**config.mk**
```make
export PLATFORM = sky130hd
export DESIGN_NAME = turn_timer_multi
export DESIGN_NICKNAME = d
export VERILOG_FILES = /design/src/rtl/turn_timer_pkg.sv /design/src/rtl/tick_prescaler.sv /design/src/rtl/turn_timer_multi.sv
export SDC_FILE = /design/constraint.sdc
export NUM_CORES = 1
export LEC_CHECK = 0
export ABC_AREA = 1
export ABC_CLOCK_PERIOD_IN_PS = 2200
export BUFFER_PORTS_ARGS = -buffer_cell sky130_fd_sc_hd__buf_2
export CAP_MARGIN = 20
export CORE_MARGIN = 4
export CORE_UTILIZATION = 59
export DETAILED_ROUTE_END_ITERATION = 7
export PLACE_DENSITY = 0.79
export SLEW_MARGIN = 5
export SYNTH_ARGS = -nofsm -noshare
export SYNTH_HDL_FRONTEND = slang
export SYNTH_HIERARCHICAL = 1
export SYNTH_SLANG_ARGS = --single-unit
```
**constraint.sdc**
```tcl
create_clock -name clk -period 2.2 [get_ports clk]
set_input_delay 0.11 -clock clk [delete_from_list [all_inputs] [get_ports clk]]
set_output_delay 0.11 -clock clk [all_outputs]
set_load 0.05 [all_outputs]
```
**src/rtl/turn_timer_pkg.sv**
```systemverilog
// turn_timer_pkg: shared state encoding, default constants and load helper for turn_timer_multi.
// Revision: 1.0
`default_nettype none

package turn_timer_pkg;

  typedef enum logic [1:0] {
    IDLE   = 2'd0,
    RUN    = 2'd1,
    PAUSED = 2'd2
  } state_t;

  localparam int DEF_CLK_FREQ     = 50_000_000;
  localparam int DEF_TURN_SECONDS = 10;
  localparam int DEF_WARN_SECONDS = 3;

  // A runtime turn length of zero falls back to the build-time default.
  function automatic int unsigned load_value(input int unsigned turn_len,
                                             input int unsigned turn_seconds);
    return (turn_len == 0) ? turn_seconds : turn_len;
  endfunction

endpackage

`default_nettype wire

```
**src/rtl/tick_prescaler.sv**
```systemverilog
// tick_prescaler: divides clk down to a one-second terminal strobe; holds while disabled.
// Revision: 1.0
`default_nettype none

module tick_prescaler
  import turn_timer_pkg::*;
#(
  parameter int CLK_FREQ = DEF_CLK_FREQ
) (
  input  logic clk,
  input  logic rst,
  input  logic en,
  input  logic clr,
  output logic terminal
);

  localparam int CNT_W = (CLK_FREQ > 1) ? $clog2(CLK_FREQ) : 1;
  localparam logic [CNT_W-1:0] C_MAX = CNT_W'(CLK_FREQ - 1);

  logic [CNT_W-1:0] count_q;
  logic [CNT_W-1:0] count_d;

  assign terminal = (count_q == C_MAX) && en;

  always_comb begin
    count_d = count_q;
    if (clr) begin
      count_d = '0;
    end else if (en) begin
      count_d = terminal ? '0 : count_q + CNT_W'(1);
    end
  end

  always_ff @(posedge clk or posedge rst) begin
    if (rst) begin
      count_q <= '0;
    end else begin
      count_q <= count_d;
    end
  end

endmodule

`default_nettype wire

```
**src/rtl/turn_timer_multi.sv**
```systemverilog
// turn_timer_multi: N-player turn countdown with pause, low-time warning and auto-advance.
// Revision: 1.0
`default_nettype none

module turn_timer_multi
  import turn_timer_pkg::*;
#(
  parameter int CLK_FREQ     = DEF_CLK_FREQ,
  parameter int TURN_SECONDS = DEF_TURN_SECONDS,
  parameter int N_PLAYERS    = 2,
  parameter int WARN_SECONDS = DEF_WARN_SECONDS,
  parameter int SEC_W        = 4,
  localparam int PLAYER_W    = $clog2(N_PLAYERS)
) (
  input  logic                clk,
  input  logic                rst,
  input  logic                start,
  input  logic                stop,
  input  logic                pause,
  input  logic                move_done,
  input  logic [SEC_W-1:0]    turn_len,
  output logic [SEC_W-1:0]    time_remaining,
  output logic [PLAYER_W-1:0] active_player,
  output logic                running,
  output logic                paused,
  output logic                warning,
  output logic                tick_1s,
  output logic                timeout
);

  localparam logic [SEC_W-1:0]    C_WARN        = SEC_W'(WARN_SECONDS);
  localparam logic [PLAYER_W-1:0] C_LAST_PLAYER = PLAYER_W'(N_PLAYERS - 1);

  state_t              state_q, state_d;
  logic [SEC_W-1:0]    time_q, time_d;
  logic [PLAYER_W-1:0] player_q, player_d;
  logic                tick_q, tick_d;
  logic                timeout_q, timeout_d;

  logic [SEC_W-1:0]    load_val;
  logic [PLAYER_W-1:0] next_player;
  logic                pre_en;
  logic                pre_clr;
  logic                pre_terminal;

  assign load_val    = SEC_W'(load_value(32'(turn_len), TURN_SECONDS));
  assign next_player = (player_q == C_LAST_PLAYER) ? '0 : player_q + PLAYER_W'(1);

  // Pause outranks move_done, so a paused-edge move must not clear the prescaler.
  assign pre_en  = (state_q == RUN) && !pause;
  assign pre_clr = stop || start || (pre_en && move_done);

  tick_prescaler #(
    .CLK_FREQ (CLK_FREQ)
  ) u_prescaler (
    .clk      (clk),
    .rst      (rst),
    .en       (pre_en),
    .clr      (pre_clr),
    .terminal (pre_terminal)
  );

  always_comb begin
    state_d   = state_q;
    time_d    = time_q;
    player_d  = player_q;
    tick_d    = 1'b0;
    timeout_d = 1'b0;
    if (stop) begin
      state_d  = IDLE;
      time_d   = '0;
      player_d = '0;
    end else if (start) begin
      state_d  = RUN;
      time_d   = load_val;
      player_d = '0;
    end else begin
      case (state_q)
        RUN: begin
          if (pause) begin
            state_d = PAUSED;
          end else if (move_done) begin
            time_d   = load_val;
            player_d = next_player;
          end else if (pre_terminal) begin
            tick_d = 1'b1;
            if (time_q > SEC_W'(1)) begin
              time_d = time_q - SEC_W'(1);
            end else begin
              timeout_d = 1'b1;
              time_d    = load_val;
              player_d  = next_player;
            end
          end
        end
        PAUSED: begin
          if (!pause) begin
            state_d = RUN;
          end
        end
        default: ;
      endcase
    end
  end

  always_ff @(posedge clk or posedge rst) begin
    if (rst) begin
      state_q   <= IDLE;
      time_q    <= '0;
      player_q  <= '0;
      tick_q    <= 1'b0;
      timeout_q <= 1'b0;
    end else begin
      state_q   <= state_d;
      time_q    <= time_d;
      player_q  <= player_d;
      tick_q    <= tick_d;
      timeout_q <= timeout_d;
    end
  end

  assign time_remaining = time_q;
  assign active_player  = player_q;
  assign running        = (state_q == RUN);
  assign paused         = (state_q == PAUSED);
  assign warning        = (running || paused) && (time_q <= C_WARN);
  assign tick_1s        = tick_q;
  assign timeout        = timeout_q;

endmodule

`default_nettype wire
```
Yosys cells after proc, flatten, opt, wreduce, memory -nomap -nowiden:

Cells that the tools add are included.

* flip-flop bits (word level): 35
* bits of input ports: 10

* add/sub/neg operators: 3
* order comparisons: 2
* equal/unequal tests: 7
* mux-type cells: 37
* reduce and logical (&&, ||, !) cells: 16

Operators with widths (count)
* $mux W26: 3
* $mux W4: 8
* $add A26 B1 Y26 const B: 1
* $eq A26 B26 Y1 const B: 1
* $mux W1: 21
* $ne A4 B4 Y1 const B: 3
* $mux W2: 4
* $reduce_bool A4 Y1: 2
* $reduce_and A3 Y1: 2
* $gt A4 B1 Y1 const B: 1
* $le A4 B2 Y1 const B: 1
* $logic_and A1 B1 Y1: 4
* $logic_not A4 Y1: 1
* $pmux W2 S2: 1
* $reduce_and A4 Y1: 1
* $sub A4 B1 Y4 const B: 1
* $logic_or A1 B1 Y1: 3
* $ne A3 B3 Y1 const B: 1
* $reduce_bool A3 Y1: 1
* $eq A2 B1 Y1 const B: 1
* $eq A2 B2 Y1 const B: 1
* $reduce_bool A2 Y1: 1
* $add A1 B1 Y1 const B: 1
* $logic_not A1 Y1: 1

Longest topological paths before layout:

* depth after elaboration: 9
* gate-level depth with buffers: 14

Cells and area by module:

The synthesis kept the hierarchy.

By module, submodules not included
* tick_prescaler: instances 1, cells an instance 253, area an instance 1687.9 um2, seq. area each 650.6 um2
* turn_timer_multi: instances 1, cells an instance 91, area an instance 624.3 um2, seq. area each 225.2 um2

Least setup slack after synthesis:

No wires, ideal clock.

* kind: register to register
* start: register state_q[1]
* end: register u_prescaler.count_q[17]
* setup time: 0.123 ns
* arrival time: 2.084 ns
* required time: 2.077 ns
* slack: -0.007 ns
* cell stages (with the launch flop): 14
* path buffers: 0
* period minus slack after synthesis: 2.207 ns
* path through: dfrtp_1 > inv_1 > ha_1 > inv_1 > nor2_2 > nand2_1 > nand2_1 > nor2_1 > inv_2 > nand3_1 > nor2_1 > nand2_1 > nor2_1 > nor3_1

* elaborated cells between the ends (all ways): 9
* classes of those cells: eq/ne: 1; mux: 3; reduce/logical: 5

RTL lines
* from (decl): line turn_timer_multi.sv:34 `state_t state_q, state_d;`
* from (signal assigned): line turn_timer_multi.sv:114 `state_q <= state_d;`
* $eq A2 B1 Y1 (*)
* named net running: line turn_timer_multi.sv:24 `output logic running,`
* $logic_and A1 B1 Y1 (*): line turn_timer_multi.sv:50 `assign pre_en = (state_q == RUN) && !pause;`
* named net pre_en: line turn_timer_multi.sv:42 `logic pre_en;`
* $logic_and A1 B1 Y1 (*): line turn_timer_multi.sv:51 `assign pre_clr = stop || start || (pre_en && move_done);`
* $logic_or A1 B1 Y1 (*): line turn_timer_multi.sv:51
* named net pre_clr: line turn_timer_multi.sv:43 `logic pre_clr;`
* $mux W26 or $reduce_bool A2 Y1 (tied branches)
* to (signal assigned): line tick_prescaler.sv:38 `count_q <= count_d;`
* to (decl): line tick_prescaler.sv:20 `logic [CNT_W-1:0] count_q;`

The timed path passes the listed nets; every way through them passes the cells marked *. The select of a mux whose other input is x is not followed.
A chain may end at the register's enable or synchronous reset.

Worst setup path after layout:

* start: register state_q[1]
* end: register time_q[1], in the netlist time_remaining[1]

* cells in the longest elaborated chain, start to end: 5
* elaborated cells between the ends (all ways): 6
* classes of those cells: eq/ne: 1; reduce/logical: 5

RTL lines
* $eq A2 B1 Y1: line turn_timer_multi.sv:50
* $logic_and A1 B1 Y1: line turn_timer_multi.sv:50
* named net pre_en: line turn_timer_multi.sv:42
* $logic_and A1 B1 Y1: line tick_prescaler.sv:23 `assign terminal = (count_q == C_MAX) && en;`
* named net pre_terminal: line turn_timer_multi.sv:44 `logic pre_terminal;`
* $reduce_bool A4 Y1 (no source line)
* $reduce_and A3 Y1 (no source line)
* to (signal assigned): line turn_timer_multi.sv:115 `time_q <= time_d;`
* to (decl): line turn_timer_multi.sv:35 `logic [SEC_W-1:0] time_q, time_d;`

The timed path passes the listed nets, and every way through them passes these cells.

==> impl_metrics.py <==
metrics = {
    "outcome": {
        "run_status": "completed",
    },
    "timing": {
        "clock-skew-final_ns": 0.00460,
        "fin_tns_setup_ns": 0,
        "final-hold-violation-count": 0,
        "tightest_slew_ns": 0.378,
        "max_slew_margin_pct": 74.7,
        "fmax_mhz": 504,
        "rsz0062_at_grt": "no",
        "slew_viol_final": 0,
        "period_needed_ns": 1.98,
        "setup_viol": 0,
        "fin_crit_sh_pct": 90.2,
        "setup_ws_ns": 0.215,
    },
    "placed_design": {
        "dp.cells": 411,
        "placedInstanceArea_um2": 2470,
        "io_buffers": 19,
        "dp_hpwl_mm": 4.25,
        "gp_congestion": 0.950,
        "pre_cts_slack_ns": 0.111,
    },
    "cells_and_area": {
        "diodes": 0,
        "drive_above_1_share_pct": 11.8,
        "area_growth_pct": 11.9,
        "finalNetCount": 388,
        "final_area_um2": 2590,
        "fin_cells": 421,
    },
    "clocking": {
        "cts_buffers": 5,
        "cts_buffer_depth": 2,
        "clkTransAtPathRegs_ns": 0.07,
        "root_buffer": "clkbuf_8",
        "cts_tree": "yes",
        "cts.sinks": 35,
        "clk_latency_ns": 0.28,
        "htree_levels": 2,
    },
    "power": {
        "p_per_area_nw_per_um2": 540,
        "ir_drop_uv": 405,
        "power_leakage_nw": 1.16,
    },
    "yosys": {
        "synth_top_area_share_pct": 37.9,
        "synth_edf_count": 0,
        "synth_cell_types": 25,
        "ys_warn_count": 6,
        "synth-seq-cells": 35,
        "synth_area_leaders": "dfrtp_1 38%, nand2_1 15%, nor2_1 11%",
        "synthCells": 344,
        "syn-num-nets": 360,
        "async_flop_share_pct": 100,
        "ys_seq_area_share_pct": 37.9,
        "synth.avg_cell_area_um2": 6.72,
        "syn-cell-area_um2": 2310,
        "synth.most_common_cell": "nand2_1",
        "synthFlopType": "dfrtp_1",
        "synth_commonest_cells": "95 x nand2_1, 66 x nor2_1, 44 x inv_1, 35 x dfrtp_1, 29 x nand3_1",
        "yosysTopAreaCell": "dfrtp_1",
    },
    "floorplan": {
        "fp-row-count": 22,
        "die_height_um": 70.6,
        "die_w_um": 70.6,
        "die-area_um2": 4980,
        "io_pins": 20,
        "start_util_pct": 62.2,
        "core_um2": 3720,
    },
    "routing": {
        "via_per_inst": 5.42,
        "drc_errors": 0,
        "dr.pass1.iters": 5,
        "drtIter0Drc": 225,
        "wl_per_cell_um": 13.1,
        "ant_nets": 0,
        "wl_mm": 5.52,
        "dr_total_vias": 2280,
    },
    "grt": {
        "antenna_found_initial": 0,
        "grt_pass1_wl_mm": 9.34,
        "grt_pass1_vias": 2102,
        "grt.overflow.total": 0,
        "grt_max_degree": 27,
        "grt_usage_pct": 23.2,
    },
    "critical_path": {
        "path_max_fanout": 6,
        "startpoint_type": "register",
        "cp.arrival_ns": 2.20,
        "crit_type": "register to register",
        "slowest_delay_ns": 0.38,
        "crit_path_end_kind": "register",
        "cp_cell_sequence": "inv_1 -> ha_2 -> inv_1 -> nor2_4 -> inv_1 -> nor3_1 -> nand3_1 -> nor2_2 -> nor2_1 -> nand2_1 -> nand3_2 -> nor2_4 -> nand3_1 -> nand2_1",
        "critPathSlowestCell": "dfrtp_1",
        "cp_data_required_time_ns": 2.42,
        "crit_top_cell": "inv_1",
    },
    "hold_path": {
        "hp-class": "input port to register",
    },
    "job": {
        "maxCapViolCount": 0,
    },
}
[through the flow]
step / total power [mW] / utilization, % / hold slack (ns)
after floorplan: 0.893 / - / -0.0621
after global placement: 0.958 / 66.4 / 0.0976
after detailed placement: 0.961 / 66.4 / 0.109
after CTS: 1.40 / 68.9 / 0.0352
after global routing: 1.47 / 69.6 / 0.0450
final: 1.40 / 69.6 / 0.0434
[layout make-up]
class                           count  area, µm²
Clock buffer                        7       76.3
Sequential cell                    35        876
Tap cell                           48       60.1
Timing Repair Buffer               24        135
Clock inverter                      1       5.00
Inverter                           45        169
Multi-Input combinational cell    261       1260
Fill cell                         339       1130
[kinds of logic (layout without fill, tap and decap cells)]
kind of cell	after synthesis	after routing	share of synthesized area, %
fa+ha+maj	6	6	3.25
compound gates	17	17	3.79
xor+xnor	11	11	4.17
buf+inv	48	77	8.39
simple gates	227	227	42.5
flops	35	35	37.9
[sequential cells by signal, indices dropped and copies added, names as in the netlist]
name / cells
u_prescaler/count_q: 26
time_remaining: 4
state_q: 2
active_player: 1
tick_1s: 1
timeout: 1
[where the power goes]
part / leakage [nW] / total (mW) / switching, mW / internal, mW
Combinational: 0.635 / 0.279 / 0.200 / 0.0781
Clock: 0.0422 / 0.437 / 0.215 / 0.222
Sequential: 0.483 / 0.680 / 0.0202 / 0.660
[final timing paths]
kind                                                           from                                  end  slack [ns]  cells past startpoint
worst max-delay path                         state_q[1]$_DFFE_PP0P_        time_remaining[1]$_DFFE_PP0P_        0.22                     14
worst min-delay path                                      move_done                    timeout$_DFF_PP0_        0.04                      2
worst max register to register               state_q[1]$_DFFE_PP0P_        time_remaining[1]$_DFFE_PP0P_        0.22                     14
worst min register to register  u_prescaler/count_q[24]$_DFFE_PP0P_  u_prescaler/count_q[24]$_DFFE_PP0P_        0.55                      2
max in group asynchronous                                       rst   u_prescaler/count_q[5]$_DFFE_PP0P_        1.50                      4
min in group asynchronous                                       rst               state_q[1]$_DFFE_PP0P_        0.37                      3
[critical path, delay by kind of cell, from the launching register on]
kind	cells	cell delay, ns
fa+ha+maj	1	0.17
buf+inv	3	0.22
flops	1	0.38
simple gates	10	1.15
[cells in the final DEF, fill, tap and decap left out, types with 5 or more instances in the layout]
cell / instances
ha_1: 5
nand4_1: 10
buf_2: 19
nand3_1: 29
nor2_1: 64
a21oi_1: 10
nand2_1: 95
inv_1: 44
nor3_1: 12
dfrtp_1: 35
xor2_1: 7
clkbuf_8: 5
[per-layer routing]
metal / wire length [µm] / vias to the layer above / GRT usage, %
li1: - / 1149 / -
met1: 2580 / 1046 / 33.5
met2: 2540 / 81 / 36.0
met3: 385 / 4 / 4.26
met4: 24 / 0 / 6.47
met5: 0 / - / 0
[repair_timing]
action | CTS | global route
hold endpoints to repair | 35 | 0
buffers inserted | 0 | 1
endpoints found under the setup margin | 0 | 13
gates resized for setup | 0 | 5
hold buffers | 1 | 0
No activity file was read; power rests on OpenSTA's default activity.
